<file path="src/rtl/addsub_pkg.sv">
// addsub_pkg: opcode/funct constants and FSM state encoding for the ADD/SUB controller
package addsub_pkg;
  localparam logic [6:0] OP_R     = 7'b0110011;
  localparam logic [6:0] OP_IMM   = 7'b0010011;
  localparam logic [6:0] OP_LOAD  = 7'b0000011;
  localparam logic [6:0] OP_STORE = 7'b0100011;
  localparam logic [2:0] F3_ADD   = 3'b000;
  localparam logic [2:0] F3_DWORD = 3'b011;
  localparam logic [6:0] F7_ADD   = 7'b0000000;
  localparam logic [6:0] F7_SUB   = 7'b0100000;
  typedef enum logic [1:0] {IDLE, DECODE, EXEC, WRITE} state_e;
endpackage

</file>
<file path="src/rtl/addsub_decoder.sv">
// addsub_decoder: maps an instruction word to datapath selectors, per-field update enables and a legal flag
// Ports: ir_i instruction word; legal_o supported encoding; *_en_o field is defined for this instruction;
//        rs1_o/rs2_o/rd_o/imm_o selector values; sub_o/r_type_o/i_type_o/store_o control bits
module addsub_decoder
  import addsub_pkg::*;
(
  input  logic [31:0] ir_i,
  output logic        legal_o,
  output logic        rs1_en_o,
  output logic        rs2_en_o,
  output logic        rd_en_o,
  output logic        imm_en_o,
  output logic [4:0]  rs1_o,
  output logic [4:0]  rs2_o,
  output logic [4:0]  rd_o,
  output logic [11:0] imm_o,
  output logic        sub_o,
  output logic        r_type_o,
  output logic        i_type_o,
  output logic        store_o
);
  logic [6:0] op, f7;
  logic [2:0] f3;
  logic is_add, is_sub, is_addi, is_ld, is_sd;
  assign op = ir_i[6:0];
  assign f3 = ir_i[14:12];
  assign f7 = ir_i[31:25];
  assign is_add  = op == OP_R && f3 == F3_ADD && f7 == F7_ADD;
  assign is_sub  = op == OP_R && f3 == F3_ADD && f7 == F7_SUB;
  assign is_addi = op == OP_IMM && f3 == F3_ADD;
  assign is_ld   = op == OP_LOAD && f3 == F3_DWORD;
  assign is_sd   = op == OP_STORE && f3 == F3_DWORD;
  assign legal_o  = is_add | is_sub | is_addi | is_ld | is_sd;
  assign rs1_en_o = is_add | is_sub | is_sd;
  assign rs2_en_o = legal_o;
  assign rd_en_o  = legal_o & ~is_sd;
  assign imm_en_o = is_addi | is_ld | is_sd;
  // Stores route the data register to Ra and the base to Rb; I-types route the base to Rb
  assign rs1_o    = is_sd ? ir_i[24:20] : ir_i[19:15];
  assign rs2_o    = (is_add | is_sub) ? ir_i[24:20] : ir_i[19:15];
  assign rd_o     = ir_i[11:7];
  assign imm_o    = is_sd ? {ir_i[31:25], ir_i[11:7]} : ir_i[31:20];
  assign sub_o    = is_sub;
  assign r_type_o = is_add | is_sub | is_addi;
  assign i_type_o = is_addi | is_ld | is_sd;
  assign store_o  = is_sd;
endmodule

</file>
<file path="src/rtl/addsub_control.sv">
// addsub_control: 4-state controller driving the ADD/SUB datapath and the fetch PC
// Ports: CLK/RST_N clock and sync active-low reset; instr_valid/instr_ready/instr instruction handshake;
//        pc_out next fetch address; rs1/rs2/rd/immediate/sub/R_type/I_type/WE_RF/WE_MEM datapath controls;
//        busy not idle; illegal one-cycle unsupported-instruction pulse;
//        retired 32-bit retired-instruction counter, present only when PERF_CNT_EN is defined
module addsub_control
  import addsub_pkg::*;
#(
  parameter int              XLEN     = 64,
  parameter logic [XLEN-1:0] PC_RESET = '0
) (
  input  logic            CLK,
  input  logic            RST_N,
  input  logic            instr_valid,
  output logic            instr_ready,
  input  logic [31:0]     instr,
  output logic [XLEN-1:0] pc_out,
  output logic [4:0]      rs1,
  output logic [4:0]      rs2,
  output logic [4:0]      rd,
  output logic [11:0]     immediate,
  output logic            sub,
  output logic            R_type,
  output logic            I_type,
  output logic            WE_RF,
  output logic            WE_MEM,
  output logic            busy,
`ifdef PERF_CNT_EN
  output logic [31:0]     retired,
`endif
  output logic            illegal
);
  state_e state_q;
  logic [31:0] ir_q;
  logic [XLEN-1:0] pc_q, pc_d;
  logic [4:0] rs1_q, rs2_q, rd_q;
  logic [11:0] imm_q;
  logic sub_q, r_type_q, i_type_q, store_q, we_rf_q, we_mem_q, illegal_q, ready_q, busy_q;
  logic legal, rs1_en, rs2_en, rd_en, imm_en, d_sub, d_r_type, d_i_type, d_store;
  logic [4:0] d_rs1, d_rs2, d_rd;
  logic [11:0] d_imm;
  addsub_decoder u_dec (
    .ir_i(ir_q), .legal_o(legal), .rs1_en_o(rs1_en), .rs2_en_o(rs2_en), .rd_en_o(rd_en),
    .imm_en_o(imm_en), .rs1_o(d_rs1), .rs2_o(d_rs2), .rd_o(d_rd), .imm_o(d_imm),
    .sub_o(d_sub), .r_type_o(d_r_type), .i_type_o(d_i_type), .store_o(d_store)
  );
  assign pc_d = pc_q + XLEN'(4);
  always_ff @(posedge CLK)
    if (!RST_N) begin
      state_q   <= IDLE;
      ir_q      <= '0;
      pc_q      <= PC_RESET;
      rs1_q     <= '0;
      rs2_q     <= '0;
      rd_q      <= '0;
      imm_q     <= '0;
      sub_q     <= 1'b0;
      r_type_q  <= 1'b0;
      i_type_q  <= 1'b0;
      store_q   <= 1'b0;
      we_rf_q   <= 1'b0;
      we_mem_q  <= 1'b0;
      illegal_q <= 1'b0;
      ready_q   <= 1'b1;
      busy_q    <= 1'b0;
    end else begin
      illegal_q <= 1'b0;
      case (state_q)
        IDLE: if (instr_valid) begin
          ir_q    <= instr;
          pc_q    <= pc_d;
          ready_q <= 1'b0;
          busy_q  <= 1'b1;
          state_q <= DECODE;
        end
        DECODE: if (legal) begin
          // Fields an instruction does not define keep their previous value
          if (rs1_en) rs1_q <= d_rs1;
          if (rs2_en) rs2_q <= d_rs2;
          if (rd_en) rd_q <= d_rd;
          if (imm_en) imm_q <= d_imm;
          sub_q    <= d_sub;
          r_type_q <= d_r_type;
          i_type_q <= d_i_type;
          store_q  <= d_store;
          state_q  <= EXEC;
        end else begin
          illegal_q <= 1'b1;
          ready_q   <= 1'b1;
          busy_q    <= 1'b0;
          state_q   <= IDLE;
        end
        EXEC: begin
          // Enables are registered here so they are visible exactly during WRITE
          we_rf_q  <= !store_q && rd_q != 5'd0;
          we_mem_q <= store_q;
          state_q  <= WRITE;
        end
        WRITE: begin
          we_rf_q  <= 1'b0;
          we_mem_q <= 1'b0;
          ready_q  <= 1'b1;
          busy_q   <= 1'b0;
          state_q  <= IDLE;
        end
      endcase
    end
`ifdef PERF_CNT_EN
  logic [31:0] retired_q;
  always_ff @(posedge CLK)
    if (!RST_N) retired_q <= '0;
    else if (state_q == WRITE) retired_q <= retired_q + 32'd1;
  assign retired = retired_q;
`endif
  assign instr_ready = ready_q;
  assign pc_out      = pc_q;
  assign rs1         = rs1_q;
  assign rs2         = rs2_q;
  assign rd          = rd_q;
  assign immediate   = imm_q;
  assign sub         = sub_q;
  assign R_type      = r_type_q;
  assign I_type      = i_type_q;
  assign WE_RF       = we_rf_q;
  assign WE_MEM      = we_mem_q;
  assign busy        = busy_q;
  assign illegal     = illegal_q;
endmodule

</file>
<file path="config.mk">
export PLATFORM = sky130hd
export DESIGN_NAME = addsub_control
export DESIGN_NICKNAME = d
export VERILOG_FILES = /design/src/rtl/addsub_pkg.sv /design/src/rtl/addsub_decoder.sv /design/src/rtl/addsub_control.sv
export SDC_FILE = /design/constraint.sdc
export NUM_CORES = 1
export LEC_CHECK = 0
export ABC_CLOCK_PERIOD_IN_PS = 2600
export BUFFER_PORTS_ARGS = -buffer_cell sky130_fd_sc_hd__buf_2
export CORE_MARGIN = 1.5
export CORE_UTILIZATION = 50
export CTS_CLUSTER_SIZE = 25
export DETAILED_ROUTE_END_ITERATION = 7
export PLACE_DENSITY = 0.77
export SLEW_MARGIN = 0
export SYNTH_ARGS = -nofsm -noshare
export SYNTH_HDL_FRONTEND = slang
export SYNTH_SLANG_ARGS = --single-unit
</file>
<file path="constraint.sdc">
create_clock -name CLK -period 2.6 [get_ports CLK]
set_clock_uncertainty 0.1 [all_clocks]
set_input_delay 0.52 -clock CLK [delete_from_list [all_inputs] [get_ports CLK]]
set_output_delay 0.52 -clock CLK [all_outputs]
set_load 0.01 [all_outputs]
</file>
After elaboration in Yosys (flattened, before gate mapping)
Cells that the tools add are included.
Cells by class
  add/sub/neg operators: 1
  multipliers: 0
  div/mod/pow operators: 0
  $lt $le $gt $ge: 0
  equal/unequal tests: 11
  shifts and indexed selects: 0
  multiplexer cells: 15
  bitwise logic cells: 9
  reductions and logical operators: 21
Operator list (number)
  $add A64 B3 Y64 const B: 1
  $eq A7 B6 Y1 const B: 3
  $mux W5: 3
  $reduce_and A3 Y1: 4
  $pmux W2 S4: 1
  $eq A7 B2 Y1 const B: 1
  $eq A7 B5 Y1 const B: 1
  $logic_and A1 B1 Y1: 7
  $logic_not A7 Y1: 1
  $or A1 B1 Y1: 7
  $pmux W1 S3: 2
  $reduce_and A2 Y1: 3
  $mux W1: 5
  $reduce_bool A5 Y1: 1
  $eq A2 B2 Y1 const B: 2
  $mux W2: 2
  $ne A2 B2 Y1 const B: 2
  $pmux W1 S2: 2
  $eq A3 B2 Y1 const B: 1
  $logic_not A3 Y1: 1
  $reduce_bool A3 Y1: 1
  $eq A2 B1 Y1 const B: 1
  $logic_not A2 Y1: 1
  $reduce_bool A2 Y1: 1
  other kinds (3): 3
Storage, ports and cells
  bits in registers: 134
  latch bits: 0
  bits in writable memories: 0
  ROM bits: 0
  bits of input ports: 35
  output and inout port bits: 99
  word-level logic and storage cells: 73
  memories: 0

Logic depth before layout (Yosys ltp)
Gate-level depths: netlist (run 1).
  word-level depth: 9
  depth in mapped cells: 9
  mapped depth without buffers: 7

Modules after synthesis
Synthesis (run 1) repeated with hierarchy kept, for this count alone.
Unflattened totals
  cell total of the unflattened synthesis: 710
  area total of the unflattened synthesis: 5821.8 um^2
By module, submodules not included
  addsub_control: instances 1, cells each 660, area each 5358.9 um^2, sequential area each 2642.5 um^2
  addsub_decoder: instances 1, cells each 50, area each 462.9 um^2, sequential area each 0.0 um^2

Worst setup path before layout (run 1)
Ideal clock, no wire load.
  path type: register to register
  start point: register state_q[0]
  end point: register pc_q[58], in the netlist pc_out[58]
  library setup time: 0.070 ns
  arrival: 2.069 ns
  required time: 2.430 ns
  path slack: 0.361 ns
  cell stages (with the launch flop): 9
  buffers on the path: 1
  period minus slack after synthesis: 2.239 ns
  path through: dfxtp_1 inv_1 ha_1 nand3_1 nor4_1 nand3_1 clkbuf_1 or4_1 a21oi_1
On the way
  cells in the longest elaborated chain, start to end: 2
RTL lines
  start: declaration: line addsub_control.sv:33  | state_e state_q;
  start signal: assignment: line addsub_control.sv:50  | state_q <= IDLE;
  start signal: assignment: line addsub_control.sv:74  | state_q <= DECODE;
  start signal: assignment: line addsub_control.sv:86  | state_q <= EXEC;
  $logic_not A2 Y1: line addsub_control.sv:68  | case (state_q)
  $reduce_and A2 Y1 (no source line)
  end signal: assignment: line addsub_control.sv:71  | pc_q <= pc_d;
  end: declaration: line addsub_control.sv:35  | logic [XLEN-1:0] pc_q, pc_d;
No other way between the ends.
A chain may end at the register's enable or synchronous reset.

Final worst setup path (run 1)
  start point: register pc_q[41], in the netlist pc_out[41]
  end point: register pc_q[59], in the netlist pc_out[59]
On the way
  cells in the longest elaborated chain, start to end: 1
RTL lines
  $add A64 B3 Y64: line addsub_control.sv:47  | assign pc_d = pc_q + XLEN'(4);
No other way between the ends.

==> results of run 1 <==
[worst min-delay path, delay by kind of cell]
family | cells | cell delay, ps
and+or+nand+nor | 1 | 40
AOI/OAI and AO/OA | 1 | 50
buffers and inverters | 1 | 90
[worst paths after layout]
path	startpoint	cells after the start	end	slack, ps
max	pc_out[41]$_SDFFE_PN0P_	5	pc_out[59]$_SDFFE_PN0P_	150
max reg2reg	pc_out[41]$_SDFFE_PN0P_	5	pc_out[59]$_SDFFE_PN0P_	150
min reg2reg	ir_q[2]$_SDFFE_PN0P_	2	ir_q[2]$_SDFFE_PN0P_	370
min	instr[5]	3	ir_q[5]$_SDFFE_PN0P_	240
[layer usage]
metal | vias up | share of wire, % | GRT usage (%)
li1 | 2697 | - | -
met1 | 2538 | 44 | 32.8
met2 | 149 | 47 | 39.4
met3 | 23 | 6.8 | 7.23
met4 | 0 | 1.7 | 10.3
met5 | - | 0 | 0
[layout make-up]
class,instances,area (um2)
timing repair buffer,150,823
sequential,132,2640
clock inverter,9,125
tap,140,175
inverter,17,65.1
multi-input combinational,505,2880
fill,924,3780
clock buffer,23,488
[timing repair]
action / in CTS / in global routing
setup buffers: 0 / 2
resized for setup: 0 / 2
endpoints found under the setup margin: 0 / 12
[registers in the layout, summed over array words and instances (netlist names), named ones only]
signal       count
illegal          1
busy             1
state_q          1
store_q          1
ir_q            32
immediate       12
I_type           1
pc_out          62
rs1              5
rd               5
R_type           1
WE_MEM           1
sub              1
WE_RF            1
rs2              5
instr_ready      1
[cells by family (layout without fill, tap and decap cells)]
group                    count (synthesis)  after routing  share of synthesized area [%]
buffers and inverters                   54            199                           3.80
adder cells (fa/ha/maj)                  6              6                           1.31
AND/OR/NAND/NOR                        313            313                           27.0
other                                    1              2                         0.0655
AO/OA/AOI/OAI                          130            130                           12.9
multiplexers                            25             25                           4.37
XOR/XNOR                                29             29                           4.43
flip-flops                             132            132                           46.1
[where the power goes]
group	total (mW)	switching, mW	internal [mW]	leakage (nW)
Combinational	0.234	0.147	0.0875	1.51
Clock	2.46	0.857	1.60	0.299
Sequential	2.11	0.0384	2.07	1.07
[cell usage in the layout, fill, tap and decap left out, types with 12 or more instances in the layout]
master / instances
o31ai_1: 13
clkbuf_16: 17
inv_1: 16
xnor2_1: 13
o21ai_0: 24
nand4_1: 23
buf_4: 17
nand3_1: 23
nor3_1: 12
xor2_1: 16
or3_1: 18
dfxtp_1: 132
a21oi_1: 70
nand2_1: 112
a211oi_1: 12
nor2_1: 65
buf_2: 131
or4_1: 14
mux2i_1: 25
==> summary.md, run 1 <==
| Metric | Value |
|---|---|
| Status | complete, no violations |
| CP max FO | 15 |
| Synth top cells by count | dfxtp_1 (132), nand2_1 (112), a21oi_1 (70) |
| Max-Cap Viols | 0 |
| Worst slew margin | 64.3% |
| Worst Setup End Kind | flop |
| Routability cong. | 0.831 |
| Ys async rst share | 0% |
| DRT iter0 DRCs | 383 |
| Area contributors post-synth | dfxtp_1 (46%), nand2_1 (7.3%), a21oi_1 (6.1%), mux2i_1 (4.4%), nor2_1 (4.3%) |
| Hold WS | 240 ps |
| Crit path cell chain | nand4_2 > or3_4 > or4_4 > or4_1 > a21oi_1 |
| Synth Register Bits | 132 |
| Crit Path Class | flop to flop |
| Layout area overhead | 25.7% |
| GRT Util Overall | 25.2% |
| Mapped cell area | 5730 um2 |
| Period utilization | 94.1% |
| Final Cell Area | 7200 um2 |
| Total number of vias | 5407 |
| Hold_buf cts | 0 |
| Setup violators final | 0 |
| Clk Tree Root Cell | clkbuf_16 |
| Initial antenna violation count | 0 |
| IO Count | 134 |
| Final Non-Filler Cells | 976 |
| H-tree depth | 4 |
| ANT cells | 0 |
| # rows | 38 |
| Final Hold Viols | 0 |
| Total negative slack | 0 ps |
| DRC viols | 0 |
| Core area | 11000 um2 |
| Hold crit path type | primary input to flop |
| Post-DP HPWL | 10.0 mm |
| Pin count of the biggest net entering global routing | 115 |
| Crit-path slowest cell | or4_4 |
| Die Wd | 110 um |
| Worst Path Arrival | 2680 ps |
| Clk slew on worst S/H paths | 50 ps |
| Post-synth top area cell | dfxtp_1 |
| Register area share after synthesis | 46.1% |
| Gr ovfl total | 0 |
| Number of flops mapped to enable cells by yosys | 0 |
| Most common cell in the synthesized netlist | dfxtp_1 |
| Post-route ant nets | 0 |
| Number of global-route vias before repair | 5016 |
| Count of cell types in the netlist | 46 |
| Layout cells sized above 1 | 23.2% |
| CTS tree | yes |
| Startpoint Class | flop |
| Port bufs | 131 |
| Die height | 110 um |
| Total chip power | 4.80 mW |
| Max Slew Vio Count | 0 |
| Fin util | 65.5% |
| Min Tclk post-route | 2450 ps |
| Syn avg cell area | 8.30 um2 |
| Placed insts | 942 |
| Post-synth top area share | 46.1% |
| Post-DR wirelength/cell | 15.1 um |
| Main synth FF type | dfxtp_1 |
| Pwr dens | 667 nW/um2 |
| First-pass GRT wire length | 23.7 mm |
| Max clock buf depth | 2 |
| Crit path required time | 2840 ps |
| Number of nets in the layout | 864 |
| Unrepaired setup endpoints after global routing | no |
| Die Area | 12100 um2 |
| VDD IR max | 0.000484 V |
| Total CTS buffers | 17 |
| Slowest cell delay on critical path | 560 ps |
| Ys Warns | 0 |
| Initial Util | 52.2% |
| Clock Latency Late Sink | 420 ps |
| DP Area | 6560 um2 |
| Number of buffers and inverters on the critical path | 0 |
| DRT Wirelength | 14.8 mm |
| Fmax achieved | 409 MHz |
| P_leak | 2.88 nW |
| Critical path's top delay family | simple AND/OR/NAND/NOR gates |
| Dpl ws | 77.4 ps |
| Post-route setup slack | 153 ps |
| Clock Sinks | 132 |
| Vias per Instance | 5.54 |
| TritonRoute pass-1 iters | 5 |
| Mapped Cells | 690 |
| Worst-margin pin slew | 531 ps |
Power figures use the tool's default switching activity.
==> run 2, diff against run 1 <==
Settings changed: CORE_UTILIZATION 50 to 54, PLACE_DENSITY 0.77 to 0.82, SLEW_MARGIN 0 to 20.
==> summary.md, run 2 (synthesized netlist as in run 1, its figures left out) <==
| Metric | Value |
|---|---|
| Status | complete, no violations |
| GR Util met1 | 34.4% (+1.6 points) |
| Pin count of the biggest net entering global routing | 58 (-50%) |
| Critical Path Stages | 7 (+2) |
| Port bufs | 131 (unchanged) |
| Clock Latency Late Sink | 530 ps (+110 ps) |
| Initial Util | 55.5% (+3.3 points) |
| Final Hold Viols | 0 (unchanged) |
| Max Slew Vio Count | 0 (unchanged) |
| Worst Setup SP | state_q[0]$_SDFFE_PN0P_ |
| P_leak | 2.86 nW (-0.61%) |
| # rows | 37 (-2.6%) |
| Crit path cell chain | inv_1 > ha_1 > nand3_1 > nor4_4 > nand3_2 > or4_1 > a21oi_1 |
| Worst slew margin | 60.7% (-3.6 points) |
| VDD IR max | 0.000450 V (-7.0%) |
| Clk Tree Root Cell | clkbuf_8 |
| Unrepaired setup endpoints after global routing | no |
| DRT Wirelength | 15.1 mm (+2.0%) |
| GRT Util Overall | 26.7% (+1.5 points) |
| Routability cong. | 0.865 (+4.1%) |
| Clk slew on worst S/H paths | 60 ps (about the same) |
| CP max FO | 11 (-4) |
| Crit-path slowest cell | or4_1 |
| Max FFs per register | 62 (unchanged) |
| Slowest cell delay on critical path | 530 ps (-30 ps) |
| Core area | 10300 um2 (-6.0%) |
| Number of global-route vias before repair | 5162 (+2.9%) |
| DP Area | 6560 um2 (about the same) |
| Gr ovfl total | 0 (unchanged) |
| Postcts setup bufs | 0 (unchanged) |
| Post-DR wirelength/cell | 15.5 um (+2.4%) |
| FF-to-FF End | pc_out[58]$_SDFFE_PN0P_ |
| Most common cell after layout, fill and taps aside | dfxtp_1 |
| IO Count | 134 (unchanged) |
| DRT iter0 DRCs | 425 (+11%) |
| Die height | 106 um (-3.7%) |
| Critical R2R Launch | state_q[0]$_SDFFE_PN0P_ |
| First-pass GRT wire length | 24.2 mm (+2.2%) |
| ANT cells | 0 (unchanged) |
| Routing usage on met3 | 7.42% (+0.19 points) |
| Critical path's top delay family | simple AND/OR/NAND/NOR gates |
| Sequential share of power | 45.4% (+1.5 points) |
| Initial antenna violation count | 0 (unchanged) |
| Final Cell Area | 7150 um2 (-0.66%) |
| Crit Path Class | flop to flop |
| Post-DP HPWL | 10.2 mm (+2.1%) |
| Part of the power in the clock network | 49.6% (-1.6 points) |
| TritonRoute pass-1 iters | 6 (+1) |
| Number of buffers and inverters on the critical path | 1 (+1) |
| Total number of vias | 5595 (+3.5%) |
| Number of nets in the layout | 864 (unchanged) |
| Clock Sinks | 132 (unchanged) |
| Vias per Instance | 5.76 (+3.9%) |
| Pwr dens | 649 nW/um2 (-2.6%) |
| Internal Dissipation | 3.53 mW (-6.2%) |
| Max clock buf depth | 2 (unchanged) |
| Hold crit path type | primary input to flop |
| Switching share of power | 24.1% (+2.4 points) |
| Min Tclk post-route | 2420 ps (-24.0 ps) |
| Commonest non-fill, non-tap cells in the layout | dfxtp_1 (132), buf_2 (131), nand2_1 (112), a21oi_1 (70), nor2_1 (65) |
| Worst-margin pin slew | 582 ps (+51.2 ps) |
| Total CTS buffers | 17 (unchanged) |
| Startpoint Class | flop |
| Layout cells sized above 1 | 23.3% (+0.12 points) |
| Post-route ant nets | 0 (unchanged) |
| Period utilization | 93.2% (-0.92 points) |
| Hold WS | 130 ps (-110 ps) |
| Worst reg2reg path depth | 7 (+2) |
| Fmax achieved | 413 MHz (+0.99%) |
| Crit path required time | 2960 ps (+120 ps) |
| Worst Setup End Kind | flop |
| Comb pwr share | 5.1% (+0.2 points) |
| Worst Path Arrival | 2780 ps (+100 ps) |
| CTS tree | yes |
| P_sw | 1.12 mW (+7.2%) |
| GR met2 Demand/Resource | 42.6% (+3.2 points) |
| DRC viols | 0 (unchanged) |
| Setup violators final | 0 (unchanged) |
| H-tree depth | 4 (unchanged) |
| Layout area overhead | 24.8% |
| GRT busiest layer | met2 |
| Max-Cap Viols | 0 (unchanged) |
| Die Wd | 106 um (-3.7%) |
| Reg2reg setup slack | 180 ps (+20 ps) |
| Critical path endpoint | pc_out[58]$_SDFFE_PN0P_ |
| Die Area | 11200 um2 (-7.2%) |
run 2: cell count changes in the layout (fill, tap and decap cells not counted), sizes merged:
| cell | before | now |
|---|---|---|
| clkbuf | 23 | 18 |
| inv | 16 | 19 |
| clkinvlp | 2 | 4 |
| bufinv | 3 | 2 |
| clkinv | 5 | 6 |
run 2: worst min path at each step:
stage,from,cells after the start,to
CTS,instr[27],3,ir_q[27]$_SDFFE_PN0P_
global placement,ir_q[1]$_SDFFE_PN0P_,2,ir_q[1]$_SDFFE_PN0P_
detailed placement,ir_q[1]$_SDFFE_PN0P_,2,ir_q[1]$_SDFFE_PN0P_
global route,instr[8],3,ir_q[8]$_SDFFE_PN0P_
finish,instr[8],3,ir_q[8]$_SDFFE_PN0P_
floorplan,ir_q[1]$_SDFFE_PN0P_,2,ir_q[1]$_SDFFE_PN0P_
run 2: area by class of cell:
type	count	area, um2
Inverter	17	65.1
Fill cell	767	3170
Sequential cell	132	2640
Tap cell	136	170
Multi-Input combinational cell	505	2890
Clock buffer	18	418
Clock inverter	14	153
Timing Repair Buffer	150	811
run 2: timing repair:
action,CTS,global route
hold buffers,0,0
gates resized for setup,1,2
pin swaps,0,0
endpoints found under the setup margin,3,5
run 2: layer usage:
| metal | share of wire (%) | up-vias |
|---|---|---|
| met5 | 0 | - |
| met4 | 2.0 | 0 |
| met3 | 8.2 | 33 |
| met2 | 47 | 242 |
| met1 | 42 | 2631 |
| li1 | - | 2689 |
run 2: power groups by stage:
stage               registers (mW)  logic, mW  clock network [mW]
global placement              2.15      0.223                   0
floorplan                     2.14      0.147                   0
CTS                           2.11      0.233                2.32
global route                  2.11      0.262                2.41
finish                        2.11      0.235                2.30
detailed placement            2.15      0.230                   0
run 2: stage by stage:
step / instances / TNS, ps / worst slack (ps) / util [%] / total power, mW
2_1_floorplan: 691 / 0 / 361 / - / 2.29
3_3_place_gp: 940 / 0 / 1.39 / 63.5 / 2.37
3_5_place_dp: 940 / -180 / -70.5 / 63.5 / 2.38
4_1_cts: 972 / 0 / 55.8 / 69.1 / 4.65
5_1_grt: 972 / 0 / 19.7 / 69.3 / 4.78
6_report: 972 / 0 / 177 / 69.3 / 4.64
run 2: worst register-to-register path, stage by stage, from the launching register on:
cell and delay [ps]:
dfxtp_1 370, inv_1 130, ha_1 260, nand3_1 230, nor4_4 350, nand3_2 250
or4_1 530, a21oi_1 150
